$ cat src/rtl/ps2_key_sequencer.sv
// PS/2 scancode sequencer: prefix decode, typematic suppression, ROM lookup, one event per press.
// Optional `KBD_SHIFT_EN adds left/right shift tracking with upper-case folding of a..z.
module ps2_key_sequencer #(
  parameter int         CNT_W    = 8,
  parameter logic [7:0] BRK_CODE = 8'hF0,
  parameter logic [7:0] EXT_CODE = 8'hE0
) (
  input  logic             clk,
  input  logic             clrn,
  input  logic [7:0]       sc_data,
  input  logic             sc_valid,
  output logic             sc_ready,
  output logic [7:0]       lut_scancode,
  input  logic [7:0]       lut_ascii,
  output logic             key_valid,
  input  logic             key_ready,
  output logic [7:0]       key_scancode,
  output logic [7:0]       key_ascii,
  output logic             key_ext,
  output logic             key_held,
  output logic [CNT_W-1:0] press_count
);

  typedef enum logic [2:0] {
    S_IDLE, S_BRK, S_EXT, S_EXT_BRK, S_LOOK1, S_LOOK2, S_EMIT
  } state_t;

  state_t     state, state_nxt;
  logic       lut_ext;
  logic [7:0] held_code;
  logic       held_ext;
  logic       accept;
  logic       start_look, look_ext;
  logic       emit;
  logic       brk_hit, brk_ext;
  logic       is_junk, is_prefix;
  logic [7:0] ascii_adj;

`ifdef KBD_SHIFT_EN
  logic shift_l, shift_r;
  logic shift_make, shift_brk;
  logic is_shift;
  assign is_shift = (sc_data == 8'h12) || (sc_data == 8'h59);
`endif

  assign accept    = sc_valid && sc_ready;
  assign is_junk   = (sc_data == 8'h00) || (sc_data == 8'hFF);
  assign is_prefix = (sc_data == BRK_CODE) || (sc_data == EXT_CODE);
  assign sc_ready  = (state == S_IDLE) || (state == S_BRK) ||
                     (state == S_EXT)  || (state == S_EXT_BRK);
  assign key_valid = (state == S_EMIT);

  always_ff @(posedge clk or negedge clrn) begin
    if (!clrn) state <= S_IDLE;
    else       state <= state_nxt;
  end

  always_comb begin
    state_nxt  = state;
    start_look = 1'b0;
    look_ext   = 1'b0;
    emit       = 1'b0;
    brk_hit    = 1'b0;
    brk_ext    = 1'b0;
`ifdef KBD_SHIFT_EN
    shift_make = 1'b0;
    shift_brk  = 1'b0;
`endif
    case (state)
      S_IDLE: if (accept) begin
        if (sc_data == BRK_CODE)      state_nxt = S_BRK;
        else if (sc_data == EXT_CODE) state_nxt = S_EXT;
        else if (is_junk)             state_nxt = S_IDLE;
`ifdef KBD_SHIFT_EN
        else if (is_shift)            shift_make = 1'b1;
`endif
        // A make code matching the held key is a typematic repeat.
        else if (!(key_held && !held_ext && held_code == sc_data)) begin
          start_look = 1'b1;
          state_nxt  = S_LOOK1;
        end
      end
      S_EXT: if (accept) begin
        if (sc_data == BRK_CODE)      state_nxt = S_EXT_BRK;
        else if (sc_data == EXT_CODE) state_nxt = S_IDLE;
        else if (!(key_held && held_ext && held_code == sc_data)) begin
          start_look = 1'b1;
          look_ext   = 1'b1;
          state_nxt  = S_LOOK1;
        end else                      state_nxt = S_IDLE;
      end
      S_BRK, S_EXT_BRK: if (accept) begin
        state_nxt = S_IDLE;
        if (!is_prefix) begin
          brk_hit = 1'b1;
          brk_ext = (state == S_EXT_BRK);
`ifdef KBD_SHIFT_EN
          shift_brk = (state == S_BRK) && is_shift;
`endif
        end
      end
      S_LOOK1: state_nxt = S_LOOK2;
      S_LOOK2: begin
        emit      = 1'b1;
        state_nxt = S_EMIT;
      end
      S_EMIT: if (key_ready) state_nxt = S_IDLE;
      default: state_nxt = S_IDLE;
    endcase
  end

`ifdef KBD_SHIFT_EN
  always_comb begin
    ascii_adj = lut_ascii;
    if ((shift_l || shift_r) && lut_ascii >= 8'h61 && lut_ascii <= 8'h7A)
      ascii_adj = lut_ascii - 8'h20;
  end

  always_ff @(posedge clk or negedge clrn) begin
    if (!clrn) begin
      shift_l <= 1'b0;
      shift_r <= 1'b0;
    end else if (shift_make || shift_brk) begin
      if (sc_data == 8'h12) shift_l <= shift_make;
      else                  shift_r <= shift_make;
    end
  end
`else
  assign ascii_adj = lut_ascii;
`endif

  always_ff @(posedge clk or negedge clrn) begin
    if (!clrn) begin
      lut_scancode <= 8'h00;
      lut_ext      <= 1'b0;
      key_scancode <= 8'h00;
      key_ascii    <= 8'h00;
      key_ext      <= 1'b0;
      key_held     <= 1'b0;
      held_code    <= 8'h00;
      held_ext     <= 1'b0;
      press_count  <= '0;
    end else begin
      if (start_look) begin
        lut_scancode <= sc_data;
        lut_ext      <= look_ext;
      end
      if (emit) begin
        key_scancode <= lut_scancode;
        key_ascii    <= lut_ext ? 8'h00 : ascii_adj;
        key_ext      <= lut_ext;
        key_held     <= 1'b1;
        held_code    <= lut_scancode;
        held_ext     <= lut_ext;
        press_count  <= press_count + {{(CNT_W-1){1'b0}}, 1'b1};
      end else if (brk_hit && key_held && held_code == sc_data && held_ext == brk_ext) begin
        key_held <= 1'b0;
      end
    end
  end

endmodule

$ cat config.mk
export PLATFORM = sky130hd
export DESIGN_NAME = ps2_key_sequencer
export DESIGN_NICKNAME = d
export VERILOG_FILES = /design/src/rtl/ps2_key_sequencer.sv
export SDC_FILE = /design/constraint.sdc
export NUM_CORES = 1
export LEC_CHECK = 0
export ABC_AREA = 1
export ABC_CLOCK_PERIOD_IN_PS = 3090
export BUFFER_PORTS_ARGS = -buffer_cell sky130_fd_sc_hd__buf_2
export CORE_AREA = 8 8 68 70
export CTS_CLUSTER_SIZE = 30
export DETAILED_ROUTE_END_ITERATION = 10
export DIE_AREA = 0 0 76 78
export PLACE_DENSITY = 0.82
export RECOVER_POWER = 25
export SETUP_SLACK_MARGIN = 0.15
export SLEW_MARGIN = 10
export SYNTH_ARGS = -nofsm -noshare
export SYNTH_HDL_FRONTEND = slang
export SYNTH_SLANG_ARGS = --single-unit
$ cat constraint.sdc
create_clock -name clk -period 3.09 [get_ports clk]
set_clock_uncertainty 0.2 [all_clocks]
set_input_delay 0.618 -clock clk [delete_from_list [all_inputs] [get_ports clk]]
set_output_delay 0.618 -clock clk [all_outputs]
set_load 0.02 [all_outputs]
[Word-level counts from Yosys, hierarchy flattened]
Cells that the tools add are included.
Word-level totals
  flip-flop bits (word level): 38
  input bits: 20
  output and inout port bits: 36
  word-level logic and storage cells: 77
Operators by class
  add/sub/neg operators: 1
  eq/ne operators: 16
  multiplexer cells: 33
  reductions and logical operators: 19
Operators by type and width (count)
  2-to-1 mux 3 bit: 11
  == test 8 bit (second input constant): 3
  2-to-1 mux 1 bit: 19
  one-hot mux 3 bit (6 select lines): 1
  == test 3 bit (second input constant): 3
  adder 8 x 1 -> 8 bit (second input constant): 1
  == test 8 bit: 1
  logical AND 1 bit: 8
  zero test 8 bit: 1
  2-to-1 mux 8 bit: 1
  == test 3 x 2 -> 1 bit (second input constant): 2
  inequality test 2 bit (second input constant): 3
  logical OR 1 bit: 5
  inequality test 5 bit (second input constant): 1
  AND reduction 5 bit: 1
  == test 3 x 1 -> 1 bit (second input constant): 1
  zero test 3 bit: 1
  inequality test 2 x 1 -> 1 bit (second input constant): 1
  one-hot mux 1 bit (2 select lines): 1
  nonzero test 2 bit: 1
  OR reduction 2 bit: 1
  == test 1 bit: 1
  zero test 1 bit: 1

[Logic depth before layout (Yosys ltp)]
  depth in word-level cells: 12
  depth in mapped cells: 10
  mapped depth without buffers: 10

[Least setup slack after synthesis]
Ideal clock, no wire load.
  path kind: in2reg
  start: in sc_data[0]
  end: reg lut_scancode[0]
  setup time: 0.117 ns
  arrival time: 1.427 ns
  data required time: 2.773 ns
  path slack: 1.347 ns
  stages on the path: 10
  path buffers: 0
  path through: inv_1 > nand2_1 > nor2_2 > nand2_1 > nand3_1 > nor2_2 > nand3_4 > nand2_4 > nand2_1 > nand2_1
Between the ends
  word-level cells in the longest chain between the ends: 8
  elaborated cells on any way between the ends: 18
  classes of those cells: eq/ne (4); mux (10); reduce/logical (4)
RTL lines
  from (decl): line 10  | input logic [7:0] sc_data,
  == test 8 bit: line 78, 86
  logical AND 1 bit: line 78  | else if (!(key_held && !held_ext && held_code == sc_data)) begin
  2-to-1 mux 1 bit: line 78
  2-to-1 mux 1 bit: line 73  | else if (is_junk) state_nxt = S_IDLE;
  2-to-1 mux 1 bit: line 72  | else if (sc_data == EXT_CODE) state_nxt = S_EXT;
  2-to-1 mux 1 bit: line 71  | if (sc_data == BRK_CODE) state_nxt = S_BRK;
  2-to-1 mux 1 bit: line 70  | S_IDLE: if (accept) begin
  one-hot mux 1 bit (2 select lines): line 69  | case (state)
  to (signal assigned): line 145  | lut_scancode <= sc_data;
  to (decl): line 13  | output logic [7:0] lut_scancode,
Parallel ways exist; a longest one is shown, timed or not.
A chain may end at the register's enable or synchronous reset.

[Worst setup path in the final report]
  start: reg state[0]
  end: out key_valid
Between the ends
  word-level cells in the longest chain between the ends: 1
RTL lines
  from (decl): line 28  | state_t state, state_nxt;
  from (signal assigned): line 55  | else state <= state_nxt;
  == test 3 bit: line 51  | assign key_valid = (state == S_EMIT);
  to (decl): line 15  | output logic key_valid,
No other way between the ends.

==> flow_metrics.py <==
metrics = {
    "sta": {
        "rsz0062_at_grt": "no",
        "period_needed_ns": 2.14,
        "finalMaxSlewViolations": 39,
        "relSlewSlack": -0.296,
        "finalSetupViolations": 0,
        "max_freq_mhz": 468,
        "fin_crit_sh": 0.692,
        "finalSetupTns_ns": 0,
        "hold_viol": 0,
        "worst_pin_slew_ns": 1.94,
        "fin_ws_ns": 0.953,
    },
    "pwr": {
        "clkPwrFrac": 0.188,
        "switching_share": 0.430,
        "p_switching_w": 0.000974,
        "p_leak_nw": 1.28,
        "power-per-cell-area_nw_per_um2": 975,
        "seqPwrFrac": 0.376,
        "irDropWorstVdd_uv": 531,
        "cellInternalPower_w": 0.00129,
        "pwr-share-comb": 0.436,
    },
    "setup_path": {
        "ff2ff_path_depth": 9,
        "critPathKind": "reg -> out",
        "reg2reg_from": "state[2]",
        "worstPathRequired_ns": 2.27,
        "end_kind": "primary output",
        "r2r_slack_ns": 1.26,
        "crit_path_max_fanout": 5,
        "arrival_ns": 1.32,
        "r2r_end": "press_count[5]",
        "critPathLaunchType": "flip-flop",
    },
    "synthesis": {
        "yosysUniqueCellTypes": 27,
        "syn_area_um2": 1900,
        "synth_seq_cells": 38,
        "synth_area_per_cell_um2": 8.55,
        "syn_inst": 222,
        "synth.net_count": 243,
        "synth_warnings": 0,
        "yosysSeqAreaShare": 0.501,
    },
    "final_layout": {
        "fillCellCount": 286,
        "drive_gt1_frac": 0.283,
        "syn_to_final_growth_pct": 22.3,
        "design_area_um2": 2320,
        "nets": 303,
        "fin_util": 0.654,
        "diodes": 0,
    },
    "cts": {
        "cts_sinks": 38,
        "clk_latency_ns": 0.35,
        "numCtsBuffers": 5,
        "path_clk_slew_ns": 0.13,
        "cts_setup_buffers": 0,
        "cts_htree_levels": 2,
        "clockBufferDepth": 2,
        "cts_hold_buffers": 0,
        "cts_tree": "built",
        "clockRootBuffer": "clkbuf_4",
        "ctsResizeCount": 0,
    },
    "placement": {
        "hpwl_um": 3240,
        "detailed_place.area_um2": 2220,
        "gp_congestion": 0.908,
        "dp_slack_ns": 1.00,
        "io_buffers": 55,
    },
    "route": {
        "initialDrtViolationCount": 109,
        "via_per_inst": 5.00,
        "wl_um": 4350,
        "drtAntennaViolNets": 0,
        "first_pass_iters": 4,
        "wire_per_inst_um": 13.1,
        "drc": 0,
        "vias": 1656,
    },
    "worst_hold_path": {
        "hold_end": "key_ascii[7]",
        "hold_path_depth": 2,
        "holdCritPathClass": "in -> reg",
        "hp-start": "lut_ascii[7]",
    },
    "floorplan": {
        "die_h_um": 78,
        "dieArea_um2": 5930,
        "dieWidth_um": 76,
        "initial_core_util": 0.535,
        "core_um2": 3550,
        "num_rows": 22,
        "ioPinCount": 56,
    },
    "global_route": {
        "grt_pass1_wl_um": 7620,
        "grt_util_all_layers": 0.155,
        "antenna_found_initial": 0,
        "overflow": 0,
        "grt_max_degree": 39,
        "grt_pass1_vias": 1671,
    },
    "status": {
        "status": "complete, but fails checks",
        "violations": "max-capacitance violations, max-slew violations",
    },
    "flow_run": {
        "maxCapViolCount": 1,
    },
}
## Yosys cell counts
master     n  share of area
o21ai_0    6          0.016
a21oi_2    1         0.0046
inv_2      3         0.0059
buf_2      1         0.0026
nor3_1     2         0.0053
nor2_4     2          0.012
ha_1       1         0.0066
nand2_4    1         0.0059
nor2_1    13          0.026
nand3_1   20          0.053
nand3_4    2          0.018
nor2_8     1          0.011
clkinv_2   1         0.0026
dfrtp_1   38           0.50
o211ai_1   1         0.0040
xor2_1     4          0.018
nand2_2    1         0.0033
nor2_2     5          0.016
a22o_1     8          0.037
a21oi_1    2         0.0053
nand2_1   77           0.15
xnor2_1    8          0.037
inv_1     19          0.038
o22ai_1    1         0.0033
inv_4      1         0.0033
nand4_1    2         0.0066
buf_6      1         0.0059
## layout make-up
type	instances	area, µm²	area share
flip-flops and latches	38	951	0.409
multi-input cells	158	837	0.360
repair buffers	55	274	0.118
inverters	24	93.8	0.0404
clock inverters	3	68.8	0.0296
well taps	48	60.1	0.0259
clock buffers	5	37.5	0.0162
## sequential cells by signal, summed over array words and instances, names as in the netlist
register	flops
key_ascii	8
held_ext	1
held_code	8
lut_ext	1
lut_scancode	8
state	3
key_held	1
press_count	8
## per-stage QoR
stage / hold slack, ns / std cells / total power [W]
after floorplan: 0.122 / 222 / 0.00154
after global placement: 0.256 / 323 / 0.00184
after detailed placement: 0.287 / 323 / 0.00185
after CTS: 0.171 / 331 / 0.00228
after global routing: 0.273 / 331 / 0.00244
final: 0.286 / 331 / 0.00227
## worst max path at each step
stage	startpoint	end	slack (ns)	depth (start not counted)
after floorplan	sc_data[0]	lut_scancode[0]	1.35	10
after global placement	sc_data[6]	lut_scancode[1]	1.05	9
after detailed placement	sc_data[4]	lut_scancode[3]	1.00	9
after CTS	state[0]	key_valid	0.94	4
after global routing	clrn	held_code[1]	0.54	1
final	state[0]	key_valid	0.95	4
## cell usage in the layout (no fill, tap or decap)
| master | instances |
|---|---|
| dfrtp_1 | 38 |
| bufinv_16 | 2 |
| clkbuf_1 | 1 |
| clkbuf_4 | 5 |
| nand2_1 | 77 |
| nand2_2 | 1 |
| nor2_2 | 5 |
| nor2_8 | 1 |
| buf_2 | 54 |
| nand4_1 | 2 |
| nand2_4 | 1 |
| nor2_1 | 13 |
| inv_1 | 19 |
| inv_2 | 3 |
| a22o_1 | 8 |
| ha_1 | 1 |
| a21oi_2 | 1 |
| nor2_4 | 2 |
| nand3_4 | 2 |
| nand3_1 | 20 |
| o21ai_0 | 6 |
| clkinv_2 | 1 |
| inv_4 | 1 |
| o211ai_1 | 1 |
| o22ai_1 | 1 |
| xnor2_1 | 8 |
| clkinv_4 | 1 |
| nor3_1 | 2 |
| a21oi_1 | 2 |
| xor2_1 | 4 |
## power by group through the flow
stage	logic, W	registers, W	clock network [W]
detailed placement	0.000998	0.000856	0
floorplan	0.000494	0.00104	0
finish	0.000987	0.000852	0.000426
CTS	0.00100	0.000849	0.000432
global route	0.00111	0.000877	0.000450
global placement	0.000985	0.000853	0
## worst max-delay path: stages, from the launching register on
cell and delay, ns:
dfrtp_1 0.46, clkinv_2 0.13, nand2_1 0.08, nor2_1 0.12, buf_2 0.18
## cells by family (layout without fill, tap and decap cells)
logic type | Yosys count | count (layout) | synth area share
xor+xnor | 12 | 12 | 0.0554
simple gates | 126 | 126 | 0.309
flops | 38 | 38 | 0.501
buf+inv | 26 | 87 | 0.0580
compound gates | 19 | 19 | 0.0699
fa+ha+maj | 1 | 1 | 0.00659
## layer usage
metal  global-route usage  part of all wire  up-vias
met5                    0                 0        -
met4               0.0765             0.017        0
met3               0.0426             0.055        7
met2                0.259              0.49       40
met1                0.180              0.43      779
li1                     -                 -      830
Power figures use the tool's default switching activity.
